**src/rtl/ctlr_emulator.sv**
```systemverilog
// Virtual NES controller pair: synchronizes, debounces and turbo-gates raw
// buttons, then emulates the two 4021 shift registers read via $4016/$4017.
module ctlr_emulator #(
    parameter int DEBOUNCE_CYCLES = 4096,
    parameter int TURBO_FRAMES    = 2
) (
    input  logic       clock,
    input  logic       reset_n,
    input  logic       clock_en,
    input  logic       stall,
    input  logic       vblank_nmi,
    input  logic [7:0] btn_p1_raw,
    input  logic [7:0] btn_p2_raw,
    input  logic [3:0] turbo_en,
    input  logic       ctlr_strobe,
    input  logic       ctlr_rd_p1,
    input  logic       ctlr_rd_p2,
    output logic       ctlr_data_p1,
    output logic       ctlr_data_p2,
    output logic [7:0] btn_p1_db,
    output logic [7:0] btn_p2_db
);

    localparam int CW = $clog2(DEBOUNCE_CYCLES + 1);
    localparam int FW = $clog2(TURBO_FRAMES + 1);
    localparam logic [CW-1:0] DB_LAST = CW'(DEBOUNCE_CYCLES - 1);
    localparam logic [FW-1:0] FR_LAST = FW'(TURBO_FRAMES - 1);

    logic [15:0]   r_sync1;
    logic [15:0]   r_sync2;
    logic [15:0]   r_db;
    logic [CW-1:0] r_cnt [16];
    logic          r_vblank_q;
    logic [FW-1:0] r_frame_cnt;
    logic          r_turbo_phase;
    logic [7:0]    r_sr_p1;
    logic [7:0]    r_sr_p2;

    logic          w_run;
    logic          w_tick;
    logic          w_shift_en;
    logic [7:0]    w_eff_p1;
    logic [7:0]    w_eff_p2;

    assign w_run      = ~stall;
    assign w_tick     = vblank_nmi & ~r_vblank_q;
    assign w_shift_en = clock_en & ~stall;

    // A/B are gated by the turbo phase only when their enable is set
    assign w_eff_p1 = {r_db[7:2],
                       r_db[1] & (turbo_en[1] ? r_turbo_phase : 1'b1),
                       r_db[0] & (turbo_en[0] ? r_turbo_phase : 1'b1)};
    assign w_eff_p2 = {r_db[15:10],
                       r_db[9] & (turbo_en[3] ? r_turbo_phase : 1'b1),
                       r_db[8] & (turbo_en[2] ? r_turbo_phase : 1'b1)};

    assign ctlr_data_p1 = r_sr_p1[0];
    assign ctlr_data_p2 = r_sr_p2[0];
    assign btn_p1_db    = r_db[7:0];
    assign btn_p2_db    = r_db[15:8];

    // Two-flop synchronizer; keeps running through stall
    always_ff @(posedge clock or negedge reset_n) begin
        if (!reset_n) begin
            r_sync1 <= '0;
            r_sync2 <= '0;
        end else begin
            r_sync1 <= {btn_p2_raw, btn_p1_raw};
            r_sync2 <= r_sync1;
        end
    end

    // Per-bit debounce: flip after DEBOUNCE_CYCLES consecutive mismatches
    always_ff @(posedge clock or negedge reset_n) begin
        if (!reset_n) begin
            r_db <= '0;
            for (int i = 0; i < 16; i++) begin
                r_cnt[i] <= '0;
            end
        end else if (w_run) begin
            for (int i = 0; i < 16; i++) begin
                if (r_sync2[i] != r_db[i]) begin
                    if (r_cnt[i] == DB_LAST) begin
                        r_db[i]  <= r_sync2[i];
                        r_cnt[i] <= '0;
                    end else begin
                        r_cnt[i] <= r_cnt[i] + 1'b1;
                    end
                end else begin
                    r_cnt[i] <= '0;
                end
            end
        end
    end

    // Frame tick on vblank rising edge drives the turbo phase
    always_ff @(posedge clock or negedge reset_n) begin
        if (!reset_n) begin
            r_vblank_q    <= 1'b0;
            r_frame_cnt   <= '0;
            r_turbo_phase <= 1'b0;
        end else if (w_run) begin
            r_vblank_q <= vblank_nmi;
            if (w_tick) begin
                if (r_frame_cnt == FR_LAST) begin
                    r_frame_cnt   <= '0;
                    r_turbo_phase <= ~r_turbo_phase;
                end else begin
                    r_frame_cnt <= r_frame_cnt + 1'b1;
                end
            end
        end
    end

    // 4021 emulation: strobe reloads, read shifts in ones from the top
    always_ff @(posedge clock or negedge reset_n) begin
        if (!reset_n) begin
            r_sr_p1 <= 8'hFF;
            r_sr_p2 <= 8'hFF;
        end else if (w_shift_en) begin
            if (ctlr_strobe) begin
                r_sr_p1 <= w_eff_p1;
                r_sr_p2 <= w_eff_p2;
            end else begin
                if (ctlr_rd_p1) begin
                    r_sr_p1 <= {1'b1, r_sr_p1[7:1]};
                end
                if (ctlr_rd_p2) begin
                    r_sr_p2 <= {1'b1, r_sr_p2[7:1]};
                end
            end
        end
    end

endmodule

```
**config.mk**
```make
export PLATFORM = sky130hd
export DESIGN_NAME = ctlr_emulator
export DESIGN_NICKNAME = d
export VERILOG_FILES = /design/src/rtl/ctlr_emulator.sv
export SDC_FILE = /design/constraint.sdc
export NUM_CORES = 1
export LEC_CHECK = 0
export CAP_MARGIN = 20
export CORE_ASPECT_RATIO = 2
export CORE_MARGIN = 2
export CORE_UTILIZATION = 38
export CTS_CLUSTER_SIZE = 40
export DETAILED_ROUTE_END_ITERATION = 16
export GPL_TIMING_DRIVEN = 0
export PLACE_DENSITY = 0.52
export SLEW_MARGIN = 10
export SYNTH_ARGS = -nofsm -noshare
export SYNTH_HDL_FRONTEND = slang
export SYNTH_SLANG_ARGS = --single-unit
```
**constraint.sdc**
```tcl
create_clock -name clock -period 2.6 [get_ports clock]
set_input_delay 0.26 -clock clock [delete_from_list [all_inputs] [get_ports clock]]
set_output_delay 0.26 -clock clock [all_outputs]
set_load 0.1 [all_outputs]
```
# Word-level counts from Yosys, hierarchy flattened
# Index checks and enable logic that the tools add are counted.
# totals
register_bits,276
in_bits,28
out_inout_bits,18
# op_classes
addsub,17
eq_ne,33
muxes,41
bitwise_logic,9
n_reduce_logical,22
# ops
op,count
$mux 13,32
$add 13x1->13 const B,16
$eq 13x12->1 const B,16
$reduce_and 3->1,17
$mux 8,4
$ne 1x1->1,16
$and 1x1->1,6
$reduce_and 2->1,3
$mux 1,4
$reduce_bool 2->1,2
$not 1->1,3
$add 2x1->2 const B,1
$eq 2x1->1 const B,1
$mux 2,1

# Depth between registers and ports, before layout
# Gate-level depths: netlist (run 1).
# depth
depth_word,3
ltp_mapped,8

# Worst setup path before layout (run 1)
# OpenSTA, ideal clock, no wires.
# synth_timing
kind,flip-flop to flip-flop
startpoint,reg r_db[9]
endpoint,reg r_cnt[83] in the netlist's numbering
setup_time_ns,0.082
t_arrival_ns,2.174
required_ns,2.518
slack_ns,0.344
stages_incl_launch_ff,7
path_buffers,1
period_less_slack_ns,2.256
path_cell_list,dfrtp_1 > xnor2_1 > or2_2 > o21ba_2 > buf_2 > a41oi_1 > a31oi_1
# synth_via
elab_chain_cells,2
# synth_rtl
item,line,rtl
start: declaration,31,logic [15:0] r_db;
start signal: indexed assignment,84,r_db[i] <= r_sync2[i];
$ne 1x1->1,82,if (r_sync2[i] != r_db[i]) begin
$mux 13,82,
end signal: indexed assignment,87,r_cnt[i] <= r_cnt[i] + 1'b1;
end: declaration,32,logic [CW-1:0] r_cnt [16];
# No other way between the ends.
# A chain may end at the register's enable or synchronous reset.

# Worst setup path in the final report (run 1)
# layout_timing
startpoint,reg r_db[4]
endpoint,out btn_p1_db[4]
# layout_rtl
item,line,rtl
end: declaration,20,"output logic [7:0] btn_p1_db,"
# No word-level cell between the ends.

==> impl_metrics.yaml, run 1 <==
status:
  status: "complete, no violations"
final_layout:
  nets: 1452
  drive_above_1_share: 0.0931
  area_growth_pct: 15.4
  num_antenna_cells: 0
timing:
  period_share: 0.971
  fin_worst_skew_ns: 0.0116
  rsz0062_at_grt: "false"
  finalHoldViolations: 0
  setup_viol: 0
  finalMaxSlewViolations: 0
  whs_ns: 0.140
  fmax_mhz: 396
  min_period_ns: 2.53
  slew_headroom: 0.346
  worst_pin_slew_ns: 0.978
  finalSetupTns_ns: 0
synthesis:
  synth-xor-area-share: 0.0331
  synth_mux_area_frac: 0.0292
  syn_nets: 1376
  syn_area_um2: 13200
  ys_seq_area_frac: 0.523
  synth_fa_ha_area_frac: 0.0151
  ys_warn_count: 0
  avgSynthCellArea_um2: 9.94
  synth_edf_count: 0
  ys_top_cells_by_area: "dfrtp_1 (49%), nand2_1 (4.0%), o21ai_0 (3.9%)"
  synth-main-ff-cell: "dfrtp_1"
  ys_ff_latch: 276
  synth-simple-area-share: 0.195
  yosysMostFrequentCell: "dfrtp_1"
  synth_common_cells: "dfrtp_1 (260), nand2_1 (141), o21ai_0 (102), nor2_1 (94), nand3_1 (80)"
  synthArstFlopShare: 1.00
  ys_types: 75
  synth_area_leader_cell: "dfrtp_1"
  yosysTopAreaCellShare: 0.491
  syn_inst: 1332
  synth_compound_area_frac: 0.178
  synth_top_family_by_area: "simple AND/OR/NAND/NOR gates"
critical_path:
  cp_slowest_cell: "clkdlybuf4s50_1"
  crit_path_max_fanout: 4
  start_kind: "register"
  path_buf_inv: 1
  worstSetupEndpointType: "primary output"
  arrival_ns: 2.27
  worst-setup-path-type: "reg -> out"
  crit_chain: "clkdlybuf4s50_1"
  worstPathRequired_ns: 2.34
  critPathTopFamily: "buffers and inverters"
  slowest_delay_ns: 1.20
global_routing:
  grtUsageTotal: 0.201
  grt_overflow: 0
  grt_max_degree: 104
  grt_antenna_before_repair: 0
  grt_pass1_vias: 10800
  grt_pass1_wl_mm: 57.5
cts:
  clk_latency_ns: 0.55
  numCtsBuffers: 27
  post_cts.repair.setup_buffers: 0
  cts-root-buf: "clkbuf_16"
  cts.sinks: 276
  htreeDepth: 1
  clk_pin_slew_ns: 0.07
  clk_path_buf_depth: 3
  cts_tree: "done"
placement:
  gp_congestion: 0.837
  hpwl_mm: 24.8
  portBuffers: 45
power_and_ir_drop:
  ir_drop_mv: 0.439
  leakage_nw: 6.44
  p_per_area_nw_per_um2: 661
route:
  wire_per_inst_um: 19.1
  first_pass_iters: 5
  first_iter_violations: 534
  wl_mm: 35.8
  route.vias.total: 10500
  viasPerCell: 5.62
  drcViolationCount: 0
  drtAntennaViolNets: 0
floorplanning:
  die-area_um2: 36400
  coreArea_um2: 34400
  die_y_um: 268
  row_count: 96
  fp.dieW_um: 136
  floorplan.initialDensity: 0.385
  io_pins: 46
hold_path:
  hp-class: "in -> reg"
job:
  maxCapViolations: 0
[power breakdown]
| group | leakage [nW] | internal (mW) | switching [mW] |
|---|---|---|---|
| clock network | 0.483 | 2.66 | 1.73 |
| registers | 3.68 | 4.57 | 0.254 |
| logic | 2.28 | 0.337 | 0.543 |
| total | 6.44 | 7.57 | 2.53 |
[logic make-up after synthesis]
kind of cell | count (synthesis)
muxes | 36
adders and majority gates | 16
xor gates and xnor gates | 50
AOI/OAI and AO/OA | 366
and+or+nand+nor | 515
DFF | 276
buffers and inverters | 73
[what timing repair did]
item / CTS / global route
endpoints found under the hold margin: 93 / 0
setup endpoints to repair: 88 / 0
hold buffers: 1 / 0
resized for setup: 5 / 0
[registers in the layout, indices dropped and copies added, names as in the netlist]
name / cells
r_cnt: 208
r_db: 16
r_sync1: 16
r_sync2: 16
r_sr_p1: 8
r_sr_p2: 8
r_frame_cnt: 2
r_turbo_phase: 1
r_vblank_q: 1
[final timing paths]
kind / end / startpoint / cells after the start / slack, ns
max reg2reg: r_cnt[50]$_DFFE_PN0N_ / r_cnt[39]$_DFFE_PN0N_ / 6 / 0.28
min reg2reg: r_sync2[7]$_DFF_PN0_ / r_sync1[7]$_DFF_PN0_ / 0 / 0.34
min in group asynchronous: r_cnt[99]$_DFFE_PN0N_ / reset_n / 2 / 0.37
max: btn_p1_db[4] / r_db[4]$_DFFE_PN0P_ / 1 / 0.07
max in group asynchronous: r_cnt[60]$_DFFE_PN0N_ / reset_n / 3 / 1.21
min: r_sync1[3]$_DFF_PN0_ / btn_p1_raw[3] / 1 / 0.14
[cell type report]
class / instances / area (µm²)
Fill cell: 3401 / 19100
Timing Repair Buffer: 48 / 518
Sequential cell: 276 / 6930
Clock buffer: 34 / 722
Buffer: 54 / 277
Tap cell: 441 / 552
Inverter: 18 / 67.6
Clock inverter: 15 / 250
Multi-Input combinational cell: 983 / 5970
[placed cells by master, fill, tap and decap left out, drive strengths merged, types with 22 or more instances in the layout]
master         synthesis  final
dfrtp                260    260
nand2                142    142
o21ai                102    102
nor2                  96     96
nand3                 81     81
a31oi                 77     77
a21oi                 74     74
clkbuf                30     63
clkdlybuf4s50          0     42
and3                  38     38
nand2b                32     32
xnor2                 28     28
nand4                 28     28
buf                   25     28
a41oi                 25     25
nor3                  23     23
a22o                  23     23
xor2                  22     22
[metal layers]
metal | track usage | routed length, µm | vias up
met5 | 0 | 0 | -
met4 | 0.0873 | 1500 | 0
met3 | 0.0240 | 1270 | 81
met2 | 0.375 | 18900 | 206
met1 | 0.228 | 14200 | 5171
li1 | - | - | 5048
[per-stage QoR]
stage | instance area, µm² | total power [mW] | setup WS (ns) | instances | util
4_1_cts | 15300 | 10.3 | 0.0129 | 1869 | 0.445
3_5_place_dp | 14300 | 5.80 | -1.06 | 1820 | 0.416
6_report | 15300 | 10.1 | 0.0747 | 1869 | 0.445
3_3_place_gp | 14200 | 5.78 | -11.16 | 1818 | 0.415
5_1_grt | 15300 | 10.5 | 0.0102 | 1869 | 0.445
2_1_floorplan | 13200 | 5.38 | 0.344 | 1332 | -
Note: power is estimated with default switching activity, not from simulation.
==> run 2: changes to the inputs <==
CTS_CLUSTER_SIZE = 28   (was 40)
==> results of run 2 <==
Final layout, timing and power as in run 1 (identical DEF).
==> run 3: changes to the inputs <==
CORE_UTILIZATION = 52   (was 38)
PLACE_DENSITY = 0.67   (was 0.52)
==> impl_metrics.yaml, run 3 (same netlist as run 1, synthesis figures left out) <==
power_and_ir_drop:
  ir_drop_mv: 0.511
  leakage_nw: 6.34
  p_per_area_nw_per_um2: 624
  power_mw: 9.34
global_routing:
  grt_antenna_before_repair: 0
  grt_max_degree: 107
  grt_overflow: 0
  grt_pass1_wl_mm: 54.5
  grt_pass1_vias: 10800
  grtUsageTotal: 0.256
timing:
  finalSetupTns_ns: 0
  worst_pin_slew_ns: 0.998
  min_period_ns: 2.53
  finalMaxSlewViolations: 0
  fmax_mhz: 395
  period_share: 0.974
  rsz0062_at_grt: "false"
  setup_viol: 0
  finalHoldViolations: 0
  slew_headroom: 0.332
  fin_worst_skew_ns: 0.0214
critical_path:
  start_kind: "register"
  worstReg2RegStart: "r_cnt[39]$_DFFE_PN0N_"
  r2r_end: "r_cnt[50]$_DFFE_PN0N_"
  critPathTopFamily: "buffers and inverters"
  r2r_cells: 6
  slowest_delay_ns: 1.20
  worstSetupEndpointType: "primary output"
  crit_path_max_fanout: 4
  worst-setup-path-type: "reg -> out"
  worstPathRequired_ns: 2.34
  arrival_ns: 2.27
  critical_path.startpoint: "r_db[8]$_DFFE_PN0P_"
  crit_chain: "clkdlybuf4s50_1"
  path_buf_inv: 1
  reg2reg_setup_slack_ns: 0.29
  cp_slowest_cell: "clkdlybuf4s50_1"
cts:
  cts-root-buf: "clkbuf_16"
  cts_tree: "done"
  clk_path_buf_depth: 3
  cts.sinks: 276
  numCtsBuffers: 26
  clk_latency_ns: 0.55
  clk_pin_slew_ns: 0.07
  htreeDepth: 1
route:
  wl_mm: 32.9
  wire_per_inst_um: 18.7
  drcViolationCount: 0
  first_iter_violations: 605
  viasPerCell: 5.99
  drtAntennaViolNets: 0
  first_pass_iters: 5
  route.vias.total: 10500
floorplanning:
  fp.dieW_um: 117
  floorplan.initialDensity: 0.529
  die-area_um2: 26800
  die_y_um: 230
  coreArea_um2: 25000
  io_pins: 46
  row_count: 82
final_layout:
  largest_reg_flops: 208
  num_antenna_cells: 0
  nets: 1451
  final_common_cell: "dfrtp_1"
  area_growth_pct: 13.1
  final_util: 0.598
  design_area_um2: 15000
  final_cell_mix: "dfrtp_1 (260), nand2_1 (141), o21ai_0 (102), nor2_1 (94), nand3_1 (80)"
  drive_above_1_share: 0.0864
  top_register: "r_cnt"
  fin_cells: 1759
placement:
  hpwl_mm: 22.7
  dp_cells: 1715
  place_area_um2: 14200
  gp_congestion: 0.876
  portBuffers: 45
hold_path:
  hold_depth: 1
  hp-class: "in -> reg"
  hold_end: "r_sync1[12]$_DFF_PN0_"
  hold_start: "btn_p2_raw[4]"
status:
  status: "complete, no violations"
job:
  maxCapViolations: 0
==> run 3: worst max-delay path by stage <==
stage | end | slack, ns | cells after the start
CTS | btn_p2_db[0] | 0.04 | 1
global placement | r_cnt[117]$_DFFE_PN0N_ | -10.71 | 1
global route | btn_p2_db[0] | 0.004 | 1
floorplan | r_cnt[83]$_DFFE_PN0N_ | 0.34 | 6
finish | btn_p2_db[0] | 0.07 | 1
detailed placement | r_cnt[125]$_DFFE_PN0N_ | -0.75 | 7
==> run 3: layout make-up <==
class	count	area, µm²
Clock inverter	2	10.0
Timing Repair Buffer	48	520
Tap cell	336	420
Fill cell	2209	10100
Multi-Input combinational cell	983	5970
Sequential cell	276	6930
Buffer	54	279
Clock buffer	42	782
Inverter	18	67.6
==> run 3: layer usage <==
layer | global-route usage | part of all wire
met1 | 0.301 | 0.39
met2 | 0.440 | 0.51
met3 | 0.0337 | 0.042
met4 | 0.147 | 0.061
met5 | 0 | 0
==> run 3: power breakdown <==
group	leakage [nW]	internal, mW	switching (mW)	total, mW
Combinational	2.28	0.337	0.531	0.868
Clock	0.388	2.04	1.60	3.64
Sequential	3.68	4.58	0.257	4.83
Total	6.34	6.95	2.39	9.34
==> run 3: metrics by stage <==
stage                     hold WS, ns  setup WS [ns]
after floorplan               -0.0356          0.344
after global placement          0.333         -10.71
after detailed placement        0.293         -0.748
after CTS                       0.134         0.0449
after global routing            0.141        0.00403
final                           0.152         0.0664
==> run 3: repair_timing <==
action / 4_1_cts / 5_1_grt
buffers inserted: 0 / 0
cloned: 0 / 0
gates resized for setup: 2 / 3
setup endpoints to repair: 28 / 24
endpoints found under the hold margin: 81 / 0
hold buffers: 1 / 0
